===== src/rtl/sublime_pkg.sv =====
// Shared frame geometry, slot index type and helpers for the Sublime I2S transmitter.
package sublime_pkg;

    localparam int unsigned FRAME_SLOTS = 64;
    localparam int unsigned CHAN_SLOTS  = 32;

    typedef logic [$clog2(FRAME_SLOTS)-1:0] slot_t;
    typedef logic [FRAME_SLOTS-1:0]         frame_t;

    typedef enum logic {
        CH_LEFT  = 1'b0,
        CH_RIGHT = 1'b1
    } chan_e;

    function automatic chan_e chan_of(slot_t s);
        return (s < slot_t'(CHAN_SLOTS)) ? CH_LEFT : CH_RIGHT;
    endfunction

    // Keeps the top 'width' bits of a 32-bit sample; the rest go out as zeros.
    function automatic logic [31:0] sample_mask(int unsigned width);
        return 32'hFFFF_FFFF << (32 - width);
    endfunction

endpackage


===== src/rtl/sublime_i2s_clkgen.sv =====
// Bit-clock divider and 64-slot frame counter; emits per-slot and per-frame start strobes
// in the cycle whose closing edge makes bclk fall.
module sublime_i2s_clkgen
    import sublime_pkg::*;
#(
    parameter int unsigned BCLK_DIV = 4
) (
    input  logic  clk_i,
    input  logic  rst_ni,
    output logic  bclk_o,
    output logic  slot_stb_o,
    output logic  frame_stb_o,
    output slot_t slot_o
);

    localparam int unsigned       DIV_W    = (BCLK_DIV > 1) ? $clog2(BCLK_DIV) : 1;
    localparam logic [DIV_W-1:0]  DIV_LAST = DIV_W'(BCLK_DIV - 1);

    logic [DIV_W-1:0] div_q, div_d;
    logic             bclk_q, bclk_d;
    slot_t            slot_q, slot_d;
    logic             wrap;

    always_comb begin
        wrap        = (div_q == DIV_LAST);
        div_d       = wrap ? '0 : div_q + 1'b1;
        bclk_d      = wrap ? ~bclk_q : bclk_q;
        slot_stb_o  = wrap & bclk_q;
        frame_stb_o = slot_stb_o && (slot_q == slot_t'(FRAME_SLOTS - 1));
        slot_d      = slot_stb_o ? slot_q + 1'b1 : slot_q;
        slot_o      = slot_d;
    end

    always_ff @(posedge clk_i or negedge rst_ni) begin
        if (!rst_ni) begin
            div_q  <= '0;
            bclk_q <= 1'b0;
            slot_q <= '1;
        end else begin
            div_q  <= div_d;
            bclk_q <= bclk_d;
            slot_q <= slot_d;
        end
    end

    assign bclk_o = bclk_q;

endmodule


===== src/rtl/sublime_i2s_tx.sv =====
// Philips I2S stereo transmitter with sample handshake and sticky underrun flag.
// Define SUBLIME_I2S_TX_HOLD_EN to repeat the last loaded samples on underrun (default: zeros).
module sublime_i2s_tx
    import sublime_pkg::*;
#(
    parameter int unsigned SAMPLE_WIDTH = 24,
    parameter int unsigned BCLK_DIV     = 4
) (
    input  logic        clk,
    input  logic        rst,
    input  logic [31:0] left_sample,
    input  logic [31:0] right_sample,
    input  logic        sample_valid,
    output logic        sample_ready,
    input  logic        underrun_clr,
    output logic        underrun,
    output logic        i2s_bclk,
    output logic        i2s_lrclk,
    output logic        i2s_sdata
);

    localparam logic [31:0] MASK = sample_mask(SAMPLE_WIDTH);

    logic   slot_stb, frame_stb;
    slot_t  slot;
    frame_t sh_q, sh_d, new_frame, ur_frame;
    logic   sdata_q, sdata_d;
    logic   lrclk_q, lrclk_d;
    logic   ready_q, ready_d;
    logic   underrun_q, underrun_d;

    sublime_i2s_clkgen #(
        .BCLK_DIV(BCLK_DIV)
    ) u_clkgen (
        .clk_i      (clk),
        .rst_ni     (rst),
        .bclk_o     (i2s_bclk),
        .slot_stb_o (slot_stb),
        .frame_stb_o(frame_stb),
        .slot_o     (slot)
    );

    assign new_frame = {left_sample & MASK, right_sample & MASK};

`ifdef SUBLIME_I2S_TX_HOLD_EN
    frame_t hold_q, hold_d;

    always_comb begin
        hold_d = hold_q;
        if (frame_stb && sample_valid) hold_d = new_frame;
    end

    always_ff @(posedge clk or negedge rst) begin
        if (!rst) hold_q <= '0;
        else      hold_q <= hold_d;
    end

    assign ur_frame = hold_q;
`else
    assign ur_frame = '0;
`endif

    // The MSB leaving the shifter lags its slot by one bclk, which yields the I2S delay;
    // at frame start the old right LSB still goes out while the new frame is loaded.
    always_comb begin
        sh_d       = sh_q;
        sdata_d    = sdata_q;
        lrclk_d    = lrclk_q;
        ready_d    = 1'b0;
        underrun_d = underrun_clr ? 1'b0 : underrun_q;
        if (slot_stb) begin
            sdata_d = sh_q[FRAME_SLOTS-1];
            lrclk_d = (chan_of(slot) == CH_RIGHT);
            sh_d    = {sh_q[FRAME_SLOTS-2:0], 1'b0};
            if (frame_stb) begin
                if (sample_valid) begin
                    sh_d    = new_frame;
                    ready_d = 1'b1;
                end else begin
                    sh_d       = ur_frame;
                    underrun_d = 1'b1;
                end
            end
        end
    end

    always_ff @(posedge clk or negedge rst) begin
        if (!rst) begin
            sh_q       <= '0;
            sdata_q    <= 1'b0;
            lrclk_q    <= 1'b1;
            ready_q    <= 1'b0;
            underrun_q <= 1'b0;
        end else begin
            sh_q       <= sh_d;
            sdata_q    <= sdata_d;
            lrclk_q    <= lrclk_d;
            ready_q    <= ready_d;
            underrun_q <= underrun_d;
        end
    end

    assign sample_ready = ready_q;
    assign underrun     = underrun_q;
    assign i2s_lrclk    = lrclk_q;
    assign i2s_sdata    = sdata_q;

endmodule


===== config.mk =====
export PLATFORM = sky130hd
export DESIGN_NAME = sublime_i2s_tx
export DESIGN_NICKNAME = d
export VERILOG_FILES = /design/src/rtl/sublime_pkg.sv /design/src/rtl/sublime_i2s_clkgen.sv /design/src/rtl/sublime_i2s_tx.sv
export SDC_FILE = /design/constraint.sdc
export NUM_CORES = 1
export LEC_CHECK = 0
export CAP_MARGIN = 25
export CELL_PAD_IN_SITES_DETAIL_PLACEMENT = 1
export CELL_PAD_IN_SITES_GLOBAL_PLACEMENT = 1
export CORE_MARGIN = 3
export CORE_UTILIZATION = 35
export CTS_BUF_LIST = sky130_fd_sc_hd__clkbuf_4 sky130_fd_sc_hd__clkbuf_8 sky130_fd_sc_hd__clkbuf_16
export CTS_CLUSTER_DIAMETER = 60
export DETAILED_ROUTE_END_ITERATION = 10
export GPL_ROUTABILITY_DRIVEN = 0
export PLACE_DENSITY = 0.71
export SLEW_MARGIN = 20
export SYNTH_ARGS = -nofsm -noshare
export SYNTH_HDL_FRONTEND = slang
export SYNTH_HIERARCHICAL = 1
export SYNTH_SLANG_ARGS = --single-unit

===== constraint.sdc =====
create_clock -name clk -period 5.08 [get_ports clk]
set_input_delay 1.016 -clock clk [delete_from_list [all_inputs] [get_ports clk]]
set_output_delay 1.016 -clock clk [all_outputs]
set_load 0.005 [all_outputs]

==> results of run 1 <==
final cells by class:
class                      instances  area [µm²]  share of cell area, %
clock buffer                      11         151                   3.35
clock inverter                     5         106                   2.35
inverter                          10        37.5                  0.831
multi-input combinational        228        1730                   38.4
sequential                        69        1740                   38.4
tap                              136         170                   3.77
timing repair buffer              60         584                   12.9
cell families (layout without fill, tap and decap cells):
logic type	after synthesis	after routing	synth area share (%)
compound gates	57	57	15.7
xor+xnor	6	6	1.40
fa+ha+maj	2	2	0.666
buf+inv	41	86	7.82
flops	69	69	46.2
mux	3	3	0.999
simple gates	160	160	27.3
cells in the final DEF (no fill, tap or decap), types with 4 or more instances in the layout:
cell / n
a31oi_1: 8
nand3b_1: 8
nand3_1: 8
o21ai_1: 9
clkbuf_8: 11
dfstp_2: 7
inv_1: 10
nor2_1: 48
xnor2_1: 4
clkdlybuf4s50_1: 54
nand4_1: 4
nand2b_1: 47
dfrtp_1: 62
a31oi_2: 39
nand3_2: 39
registers in the layout, indices dropped and copies added, names as in the netlist:
signal / count
i2s_lrclk: 1
u_clkgen/div_q: 2
i2s_sdata: 1
u_clkgen/bclk_o: 1
sample_ready: 1
underrun: 1
u_clkgen/slot_q: 6
sh_q: 56
critical path: cells and delay by family (launching register included):
kind / cells / cell delay, ps
AO/OA/AOI/OAI: 1 / 90
buffers and inverters: 1 / 440
AND/OR/NAND/NOR: 3 / 1410
flip-flops: 1 / 350
adder cells (fa/ha/maj): 1 / 210
synth_stat cells, drive strengths merged:
cell / count / share of area (%)
nand3b: 8 / 1.6
ha: 2 / 0.67
nand3: 47 / 11
mux2: 3 / 1.0
dfstp: 7 / 4.9
inv: 10 / 1.0
o22ai: 1 / 0.17
nor2: 48 / 4.8
xnor2: 4 / 0.93
dfrtp: 62 / 41
xor2: 2 / 0.47
nand2b: 47 / 7.8
and3: 2 / 0.33
nand4: 4 / 0.67
buf: 23 / 6.0
o21ai: 9 / 1.2
clkbuf: 8 / 0.80
a31oi: 47 / 14
and2: 1 / 0.17
nand2: 2 / 0.20
and4: 1 / 0.23
report_power, final:
group / internal (mW) / switching (mW) / total (mW)
Sequential: 0.549 / 0.0000000000000000146 / 0.549
Combinational: 0.0357 / 0.0286 / 0.0643
Clock: 0.354 / 0.214 / 0.568
Total: 0.939 / 0.243 / 1.18
metrics by stage:
stage	worst slack, ps	power (mW)	cells	hold WS (ps)	utilization, %
after floorplan	3390	0.572	338	410	-
after global placement	2380	0.625	503	420	41.1
after detailed placement	2340	0.626	503	428	41.1
after CTS	2330	1.20	519	438	43.5
after global routing	2150	1.23	519	456	43.6
final	2390	1.18	519	434	43.6
per-layer routing:
metal	wire, µm	share of wire (%)	GRT usage (%)
met3	325	4.3	4.29
met5	0	0	0
met1	3580	47	18.4
met2	3580	47	21.3
met4	58	0.77	3.21
final timing paths:
path | endpoint | slack, ps | cells after the start
worst max-delay path | sh_q[15] | 2390 | 6
worst min-delay path | u_clkgen/div_q[0] | 430 | 1
worst max register to register | sh_q[15] | 2390 | 6
worst min register to register | u_clkgen/div_q[0] | 430 | 1
max in group asynchronous | u_clkgen/slot_q[1] | 3390 | 2
min in group asynchronous | sh_q[23] | 690 | 1
==> out/metrics.yaml, run 1 <==
cells_and_area:
  final_layout_size_suffix_gt1_share_pct: 28.7
  final_nets: 448
  area_growth_pct: 20.2
  finalInstanceArea_um2: 4520
  n_antenna_cell: 0
  fillers: 1161
detailed_routing:
  drcViolationCount: 0
  wl_um: 7540
  ant_nets: 0
  viasPerCell: 4.85
  drt-initial-drc-count: 97
  wl_per_cell_um: 14.5
  vias: 2518
  drt_first_pass_iters: 4
sta:
  max_freq_mhz: 371
  hold_viol_final: 0
  setup_viol: 0
  timing.final.crit_period_ps: 2690
  rsz0062_at_grt: "false"
  setup_tns_ps: 0
  period_share_pct: 53.0
  fin_worst_skew_ps: 6.99
  tightestPinTransition_ps: 877
  slew_viol_final: 0
  slew_headroom_pct: 41.5
cts:
  clock-sinks: 69
  cts_setup_buffers: 0
  clk_latency_ps: 340
  cts_root_buf: "clkbuf_8"
  cts_resized: 0
  ctsHoldBuffers: 0
  path_clk_slew_ps: 70
  cts_buffers: 9
  clockBufferDepth: 2
  htreeDepth: 3
  cts_tree: "built"
floorplan:
  start_util_pct: 36.2
  die_w_um: 110
  io-pin-count: 73
  core-area_um2: 10400
  rows: 37
  die-area_um2: 12000
  fp.dieH_um: 110
setup_path:
  path_max_fanout: 79
  crit_path_end_kind: "flop"
  arrival_ps: 2870
  r2r_start: "u_clkgen/div_q[0]"
  crit_chain: "ha_1, and2_4, and4_4, buf_4, nand2b_1, a31oi_2"
  slowest_stage: "and4_4"
  setup.worst_path.class: "flop to flop"
  crit_required_ps: 5260
  startpoint_type: "flop"
  max_stage_delay_ps: 880
  crit_start: "u_clkgen/div_q[0]"
yosys:
  synth_area_per_cell_um2: 11.1
  synth_nets: 408
  synth.cell_area_um2: 3760
  ys_types: 27
  synth_seq_cells: 69
  netlist_instances: 338
  synth-seq-area-share_pct: 46.2
  ys_warn_count: 6
place:
  placed_cell_area_um2: 4260
  dp_hpwl_um: 4640
  portBuffers: 56
power:
  ir_drop_v: 0.000116
  p_leak_nw: 1.64
  power_density_nw_per_um2: 261
flow_run:
  cap_viol_max_count: 0
global_route:
  grt_max_degree: 100
  overflow: 0
  antenna_found_initial: 0
  grt_usage_pct: 13.6
  grt_pass1_wl_um: 12900
  grt_pass1_vias: 2615
outcome:
  status: "complete, no violations"
hold_path:
  hold_start: "u_clkgen/div_q[0]"
  hold_class: "flop to flop"
No activity file was read; power rests on OpenSTA's default activity.
==> run 2: changes to the inputs <==
clock period = 2.7 ns   (was 5.08 ns; I/O delays follow)
==> run 2 against run 1 <==
  * Sequential cell count is the same
  * Clock skew is essentially flat
  * Routed wire length shrank 1.1%
  * Critical path depth is the same
  * Highest routed layer unchanged
==> out/metrics.yaml, run 2 (synthesized netlist as in run 1, its figures left out) <==
outcome:
  status: "complete, no violations"
cells_and_area:
  layout_commonest_cell: "dfrtp_1"
  multi_input_area_um2: 1730  # unchanged
  n_antenna_cell: 0  # unchanged
  seq_area_um2: 1740  # unchanged
  max_flop_register: "sh_q"
  layout_common_cells: "62 x dfrtp_1, 54 x clkdlybuf4s50_1, 48 x nor2_1, 47 x nand2b_1"
  fillers: 1159  # -0.17%
  top_regs: "sh_q: 56 flops, u_clkgen/slot_q: 6 flops, u_clkgen/div_q: 2 flops"
  largest_reg_flops: 56  # unchanged
  area_growth_pct: 20.7
  final_layout_size_suffix_gt1_share_pct: 29.1  # +0.37 points
  final_nets: 450  # +0.45%
setup_path:
  timing.rr.end: "i2s_lrclk"
  crit_path_end_kind: "flop"
  setup.worst_path.class: "flop to flop"
  crit_chain: "ha_1, and2_4, buf_12, nand4_1, xnor2_1, mux2_1"
  r2r_slack_ps: 720  # -1670 ps
  slowest_stage: "buf_12"
  startpoint_type: "flop"
  crit_required_ps: 2950  # -2310 ps
  r2r_start: "u_clkgen/div_q[0]"
  max_stage_delay_ps: 450  # -430 ps
  path_max_fanout: 122  # +54%
  arrival_ps: 2230  # -640 ps
  worstRegToRegCells: 6  # unchanged
hold_path:
  hold_class: "input pin to async pin"
detailed_routing:
  drt_first_pass_iters: 4  # unchanged
  wl_per_cell_um: 14.3  # -1.5%
  viasPerCell: 4.90  # +0.96%
  wl_um: 7450  # -1.1%
  wl_met3_um: 280  # -14%
  ant_nets: 0  # unchanged
  drt-initial-drc-count: 103  # +6.2%
  drcViolationCount: 0  # unchanged
  wl_met1_um: 3630  # +1.7%
  top_layer_used: "met4"
  wl_met2_um: 3450  # -3.5%
  vias: 2552  # +1.4%
place:
  portBuffers: 56  # unchanged
  dp_hpwl_um: 4670  # +0.67%
  pre_cts_ws_ps: 707  # -1640 ps
global_route:
  antenna_found_initial: 0  # unchanged
  grt_pass1_vias: 2631  # +0.61%
  grt_usage_pct: 13.1  # -0.52 points
  overflow: 0  # unchanged
  grt_pass1_wl_um: 12600  # -2.5%
  grt_max_degree: 123  # +23%
sta:
  setup_tns_ps: 0  # unchanged
  max_freq_mhz: 505  # +36%
  hold_viol_final: 0  # unchanged
  setup_viol: 0  # unchanged
  period_share_pct: 73.3  # +20 points
  slew_headroom_pct: 59.9  # +18 points
  timing.final.crit_period_ps: 1980  # -714 ps
  slew_viol_final: 0  # unchanged
  rsz0062_at_grt: "false"
  tightestPinTransition_ps: 602  # -275 ps
  timing.final.ws_setup_ps: 721  # -1670 ps
  fin_worst_skew_ps: 7.39  # +0.401 ps
cts:
  cts_resized: 0  # unchanged
  cts_setup_buffers: 0  # unchanged
  cts_buffers: 9  # unchanged
  path_clk_slew_ps: 70  # about the same
  clockBufferDepth: 2  # unchanged
  clock-sinks: 69  # unchanged
  htreeDepth: 3  # unchanged
  ctsHoldBuffers: 0  # unchanged
  cts_tree: "built"
  cts_root_buf: "clkbuf_8"
  clk_latency_ps: 330  # about the same
floorplan:
  die-area_um2: 12000  # unchanged
  rows: 37  # unchanged
  fp.dieH_um: 110  # unchanged
  io-pin-count: 73  # unchanged
  die_w_um: 110  # unchanged
  core-area_um2: 10400  # unchanged
  start_util_pct: 36.2  # unchanged
power:
  report.power.total_mw: 2.05  # +74%
  ir_drop_v: 0.000171  # +48%
  p_leak_nw: 1.64  # +0.49%
  power_density_nw_per_um2: 452  # +73%
flow_run:
  cap_viol_max_count: 0  # unchanged
run 2: layout make-up:
class                           count  area share [%]
Multi-Input combinational cell    228            38.2
Clock buffer                       13            3.80
Tap cell                          136            3.75
Inverter                           10           0.827
Sequential cell                    69            38.2
Clock inverter                      3           0.937
Timing Repair Buffer               62            14.2
run 2: worst max path at each step:
stage,endpoint,slack [ps],startpoint,cells after the start
finish,i2s_lrclk,720,u_clkgen/div_q[0],6
global route,i2s_lrclk,600,u_clkgen/div_q[0],6
CTS,i2s_lrclk,680,u_clkgen/div_q[0],6
detailed placement,i2s_lrclk,710,u_clkgen/div_q[0],6
global placement,i2s_lrclk,780,u_clkgen/div_q[0],6
floorplan,sh_q[36],1010,u_clkgen/div_q[0],8
run 2: power by group:
group                 switching (mW)  leakage [nW]  internal (mW)
Clock                          0.379         0.109          0.512
Sequential     0.0000000000000000301         0.710           1.03
Combinational                 0.0556         0.824         0.0712
Total                          0.435          1.64           1.62
run 2: metal layers:
metal	GRT usage, %	vias to the layer above
met2	20.4	39
li1	-	1248
met3	2.29	6
met1	18.1	1259
met5	0	-
met4	4.90	0
run 2: stage by stage:
stage                     instances  utilization (%)  instance area [µm²]  hold WS [ps]
after floorplan                 338                -                 3760           244
after global placement          505             41.7                 4320           423
after detailed placement        505             41.7                 4320           430
after CTS                       521             43.8                 4540           224
after global routing            521             43.8                 4540           255
final                           521             43.8                 4540           211
run 2: critical path: cells and delay by family, from the launching register on:
family | cells | cell delay [ps]
xor+xnor | 1 | 180
fa+ha+maj | 1 | 210
buf+inv | 1 | 450
flops | 1 | 350
mux | 1 | 300
simple gates | 2 | 390
==> run 3: changes to the inputs <==
clock period = 2.1 ns   (was 2.7 ns; I/O delays follow)
==> run 3 against run 2 <==
  * Clock skew rose by 3.3 ps
  * Register-to-register slack got worse by 440 ps
  * Non-clock buffer count rose by 2
==> out/metrics.yaml, run 3 (synthesized netlist as in run 1, its figures left out) <==
outcome:
  status: "complete, no violations"
detailed_routing:
  wl_per_cell_um: 14.4  # +0.62%
  drt-initial-drc-count: 81  # -21%
  vias: 2573  # +0.82%
  drt_first_pass_iters: 4  # unchanged
  wl_um: 7530  # +1.0%
  drcViolationCount: 0  # unchanged
  viasPerCell: 4.92  # +0.44%
  ant_nets: 0  # unchanged
sta:
  slew_viol_final: 0  # unchanged
  max_freq_mhz: 549  # +8.8%
  timing.final.crit_period_ps: 1820  # -159 ps
  rsz0062_at_grt: "false"
  setup_tns_ps: 0  # unchanged
  period_share_pct: 86.7  # +13 points
  setup_viol: 0  # unchanged
  hold_viol_final: 0  # unchanged
  tightestPinTransition_ps: 500  # -102 ps
  slew_headroom_pct: 66.7  # +6.8 points
  fin_worst_skew_ps: 10.6  # +3.26 ps
global_route:
  grt_usage_pct: 13.0  # -0.018 points
  overflow: 0  # unchanged
  grt_max_degree: 104  # -15%
  antenna_found_initial: 0  # unchanged
  grt_pass1_vias: 2561  # -2.7%
  grt_pass1_wl_um: 12300  # -1.9%
power:
  report.power.total_mw: 2.47  # +20%
  power_density_nw_per_um2: 544  # +20%
  p_leak_nw: 1.65  # +0.32%
  ir_drop_v: 0.000254  # +49%
place:
  dp_hpwl_um: 4810  # +3.0%
  dp_cells: 507  # +0.40%
  placed_cell_area_um2: 4360  # +0.93%
  portBuffers: 56  # unchanged
setup_path:
  path_max_fanout: 29  # -76%
  startpoint_type: "flop"
  crit_required_ps: 2280  # -670 ps
  setup.worst_path.class: "flop to flop"
  slowest_stage: "dfstp_2"
  path_buf_inv: 1  # unchanged
  arrival_ps: 2000  # -230 ps
  crit_family: "flip-flops"
  crit_chain: "ha_1, and4_4, buf_12, nand2b_1, a31oi_2"
  crit_path_end_kind: "flop"
  max_stage_delay_ps: 570  # +120 ps
cells_and_area:
  final_layout_size_suffix_gt1_share_pct: 29.5  # +0.37 points
  n_antenna_cell: 0  # unchanged
  layout_commonest_cell: "dfrtp_1"
  top_regs: "sh_q: 56 flops, u_clkgen/slot_q: 6 flops, u_clkgen/div_q: 2 flops"
  layout_common_cells: "62 x dfrtp_1, 54 x clkdlybuf4s50_1, 48 x nor2_1, 47 x nand2b_1"
  fin_util_pct: 43.8  # about the same
  finalInstanceArea_um2: 4540  # about the same
  area_growth_pct: 20.8  # about the same
  largest_reg_flops: 56  # unchanged
  max_flop_register: "sh_q"
  final_nets: 452  # +0.44%
  final_cells: 523  # +0.38%
floorplan:
  die_w_um: 110  # unchanged
  die-area_um2: 12000  # unchanged
  core-area_um2: 10400  # unchanged
  rows: 37  # unchanged
  fp.dieH_um: 110  # unchanged
  io-pin-count: 73  # unchanged
  start_util_pct: 36.2  # unchanged
cts:
  clk_latency_ps: 330  # about the same
  htreeDepth: 3  # unchanged
  cts_tree: "built"
  cts_root_buf: "clkbuf_8"
  cts_buffers: 9  # unchanged
  ctsHoldBuffers: 0  # unchanged
  cts_setup_buffers: 0  # unchanged
  clockBufferDepth: 2  # unchanged
  cts_resized: 0  # unchanged
  path_clk_slew_ps: 70  # about the same
  clock-sinks: 69  # unchanged
hold_path:
  hold_class: "input pin to async pin"
flow_run:
  cap_viol_max_count: 0  # unchanged
[run 3: report_power, final]
| group | internal (mW) | leakage (nW) | switching (mW) |
|---|---|---|---|
| Clock | 0.512 | 0.0981 | 0.466 |
| Sequential | 1.33 | 0.710 | 0.0000000000000000431 |
| Combinational | 0.0919 | 0.840 | 0.0709 |
| Total | 1.93 | 1.65 | 0.537 |
[run 3: through the flow]
step                setup slack [ps]  hold slack (ps)
floorplan                        412              124
global placement                 308              419
detailed placement               286              429
CTS                              257              123
global route                     148              143
finish                           280              110
[run 3: final timing paths]
check                                        start                  to  slack [ps]  depth (start not counted)
max in group asynchronous                      rst  u_clkgen/slot_q[5]        1650                          2
min in group clk                 u_clkgen/div_q[0]   u_clkgen/div_q[0]         440                          1
worst max-delay path            u_clkgen/slot_q[0]            sh_q[19]         280                          5
worst min register to register   u_clkgen/div_q[0]   u_clkgen/div_q[0]         440                          1
worst max register to register  u_clkgen/slot_q[0]            sh_q[19]         280                          5
worst min-delay path                           rst           i2s_sdata         110                          2
[run 3: worst reg2reg max path: cells and delay by family, from the launching register on]
kind / cells / cell delay, ps
flops: 1 / 570
buf+inv: 1 / 230
fa+ha+maj: 1 / 210
simple gates: 2 / 580
compound gates: 1 / 90
[run 3: layout make-up]
type	count	area (µm²)
fill	1156	5830
sequential	69	1740
multi-input combinational	228	1730
timing repair buffer	64	686
tap	136	170
clock buffer	14	168
inverter	10	37.5
clock inverter	2	10.0
[run 3: layer usage]
layer / up-vias / global-route usage (%) / part of all wire, % / wire length [µm]
met3: 9 / 2.17 / 3.5 / 263
met4: 0 / 5.34 / 1.5 / 112
met1: 1275 / 18.2 / 48 / 3610
met5: - / 0 / 0 / 0
met2: 41 / 20.1 / 47 / 3540
li1: 1248 / - / - / -
==> RTL edit, RTL diff (flow settings as in run 2) <==
Build with the macro `SUBLIME_I2S_TX_HOLD_EN` defined.
--- a/src/rtl/sublime_i2s_tx.sv
+++ b/src/rtl/sublime_i2s_tx.sv
@@ -2,2 +2,4 @@
 // Define SUBLIME_I2S_TX_HOLD_EN to repeat the last loaded samples on underrun (default: zeros).
+`define SUBLIME_I2S_TX_HOLD_EN
+
 module sublime_i2s_tx
Formal check against the unedited RTL: same outputs for any inputs over 10 cycles, from zero or initial values and one cycle with rst low; that may be too few to reach the edited logic, so the function may still have changed.
==> RTL edit against run 2 <==
  * Count of clock-buffer cells in the layout increased by 5
  * Sequential cell count increased by 48
  * Total power increased by 120%
  * Worst setup slack got worse by 0.15 ns
  * Routed wire length increased by 59%
  * Die area increased by 45%
  * Clock power increased to 2.9 times the old value
  * Cell area increased by 54%
  * Maximum frequency decreased by 6.9%
  * Synthesized area increased by 48%
==> RTL edit: results <==
set metrics [dict create \
    status "finished clean" \
    clock_latency_ns 0.41 \
    synth_fp_nets 511 \
    firstDrtPassIters 4 \
    relSlewSlack_pct 42.3 \
    cts.clk_slew.worst_paths_ns 0.05 \
    post_cts_buffers 0 \
    clock_skew_ns 0.00639 \
    p_leak_nw 3.08 \
    synth_top_cells_by_area "dfrtp_1, mux2i_1, nand3b_1" \
    row_count 45 \
    vias_per_cell 5.03 \
    grtUsageTotal_pct 14.3 \
    drive_above_1_share_pct 21.1 \
    htree_levels 4 \
    ys_types 24 \
    synth_common_cells "dfrtp_1, nand3b_1, mux2i_1" \
    grt_pass1_wl_mm 20.2 \
    synth_ff_type "dfrtp_1" \
    final_nets 560 \
    drt_wl_total_mm 11.9 \
    ys_seq_area_share_pct 52.8 \
    grt_pass1_vias 3936 \
    cts_made_buffers 17 \
    cts.repair.resized 0 \
    largestRegisters "sh_q: 56 flops, hold_q: 48 flops, u_clkgen/slot_q: 6 flops" \
    cts_buffer_depth 2 \
    root_buffer "clkbuf_16" \
    drt_iter0_drc 151 \
    arrival_ns 2.44 \
    dp_hpwl_mm 7.31 \
    r2r_slack_ns 0.58 \
    whs_ns 0.122 \
    peakVddDrop_mv 0.324 \
    crit_fanout 58 \
]
==> RTL edit: power by group <==
| part | internal [mW] | switching, mW |
|---|---|---|
| clock | 1.75 | 0.814 |
| sequential | 1.76 | 0.0000000000000000179 |
| combinational | 0.0985 | 0.0902 |
==> RTL edit: final cells by class <==
| cell class | instances | area (µm²) |
|---|---|---|
| Sequential cell | 117 | 2940 |
| Clock buffer | 18 | 439 |
| Clock inverter | 14 | 231 |
| Inverter | 10 | 37.5 |
| Tap cell | 211 | 264 |
| Fill cell | 1561 | 8390 |
| Timing Repair Buffer | 66 | 668 |
| Multi-Input combinational cell | 278 | 2400 |
==> RTL edit: cell families after synthesis <==
| family | Yosys count | synth area share, % |
|---|---|---|
| DFF | 117 | 52.8 |
| and+or+nand+nor | 114 | 14.0 |
| muxes | 99 | 20.4 |
| AOI/OAI and AO/OA | 57 | 7.27 |
| buffers and inverters | 46 | 4.12 |
| xor gates and xnor gates | 6 | 0.946 |
| adders and majority gates | 2 | 0.450 |
==> RTL edit: stage by stage <==
stage | instance area, µm² | utilization (%) | cells | setup WS [ns] | power (mW)
6_report | 6980 | 45.4 | 714 | 0.575 | 4.50
5_1_grt | 6980 | 45.4 | 714 | 0.385 | 4.66
4_1_cts | 6980 | 45.4 | 714 | 0.548 | 4.57
3_5_place_dp | 6310 | 41.0 | 682 | 0.581 | 1.98
3_3_place_gp | 6310 | 41.0 | 682 | 0.651 | 1.97
2_1_floorplan | 5560 | - | 441 | 0.783 | 1.84
==> RTL edit: layer usage <==
layer  part of all wire [%]  GRT usage, %  vias to the layer above
li1                       -             -                     1680
met3                    2.8          3.97                       13
met1                     47          18.7                     1843
met5                      0             0                        -
met2                     48          22.8                       57
met4                    1.5          5.08                        0
==> RTL edit: final timing paths <==
| check | startpoint | endpoint | cells past startpoint |
|---|---|---|---|
| min | rst | hold_q[47] | 1 |
| min in group clk | u_clkgen/div_q[0] | u_clkgen/div_q[0] | 1 |
| max reg2reg | u_clkgen/slot_q[0] | sh_q[27] | 6 |
| min reg2reg | u_clkgen/div_q[0] | u_clkgen/div_q[0] | 1 |
| max in group asynchronous | rst | u_clkgen/slot_q[0] | 2 |
| max | u_clkgen/slot_q[0] | sh_q[27] | 6 |
==> RTL edit: critical path: stages, from the launching register on <==
cell	delay, ns
dfstp_2	0.57
ha_1	0.21
and4_2	0.24
buf_4	0.41
nand2_2	0.09
buf_4	0.24
o211ai_1	0.23
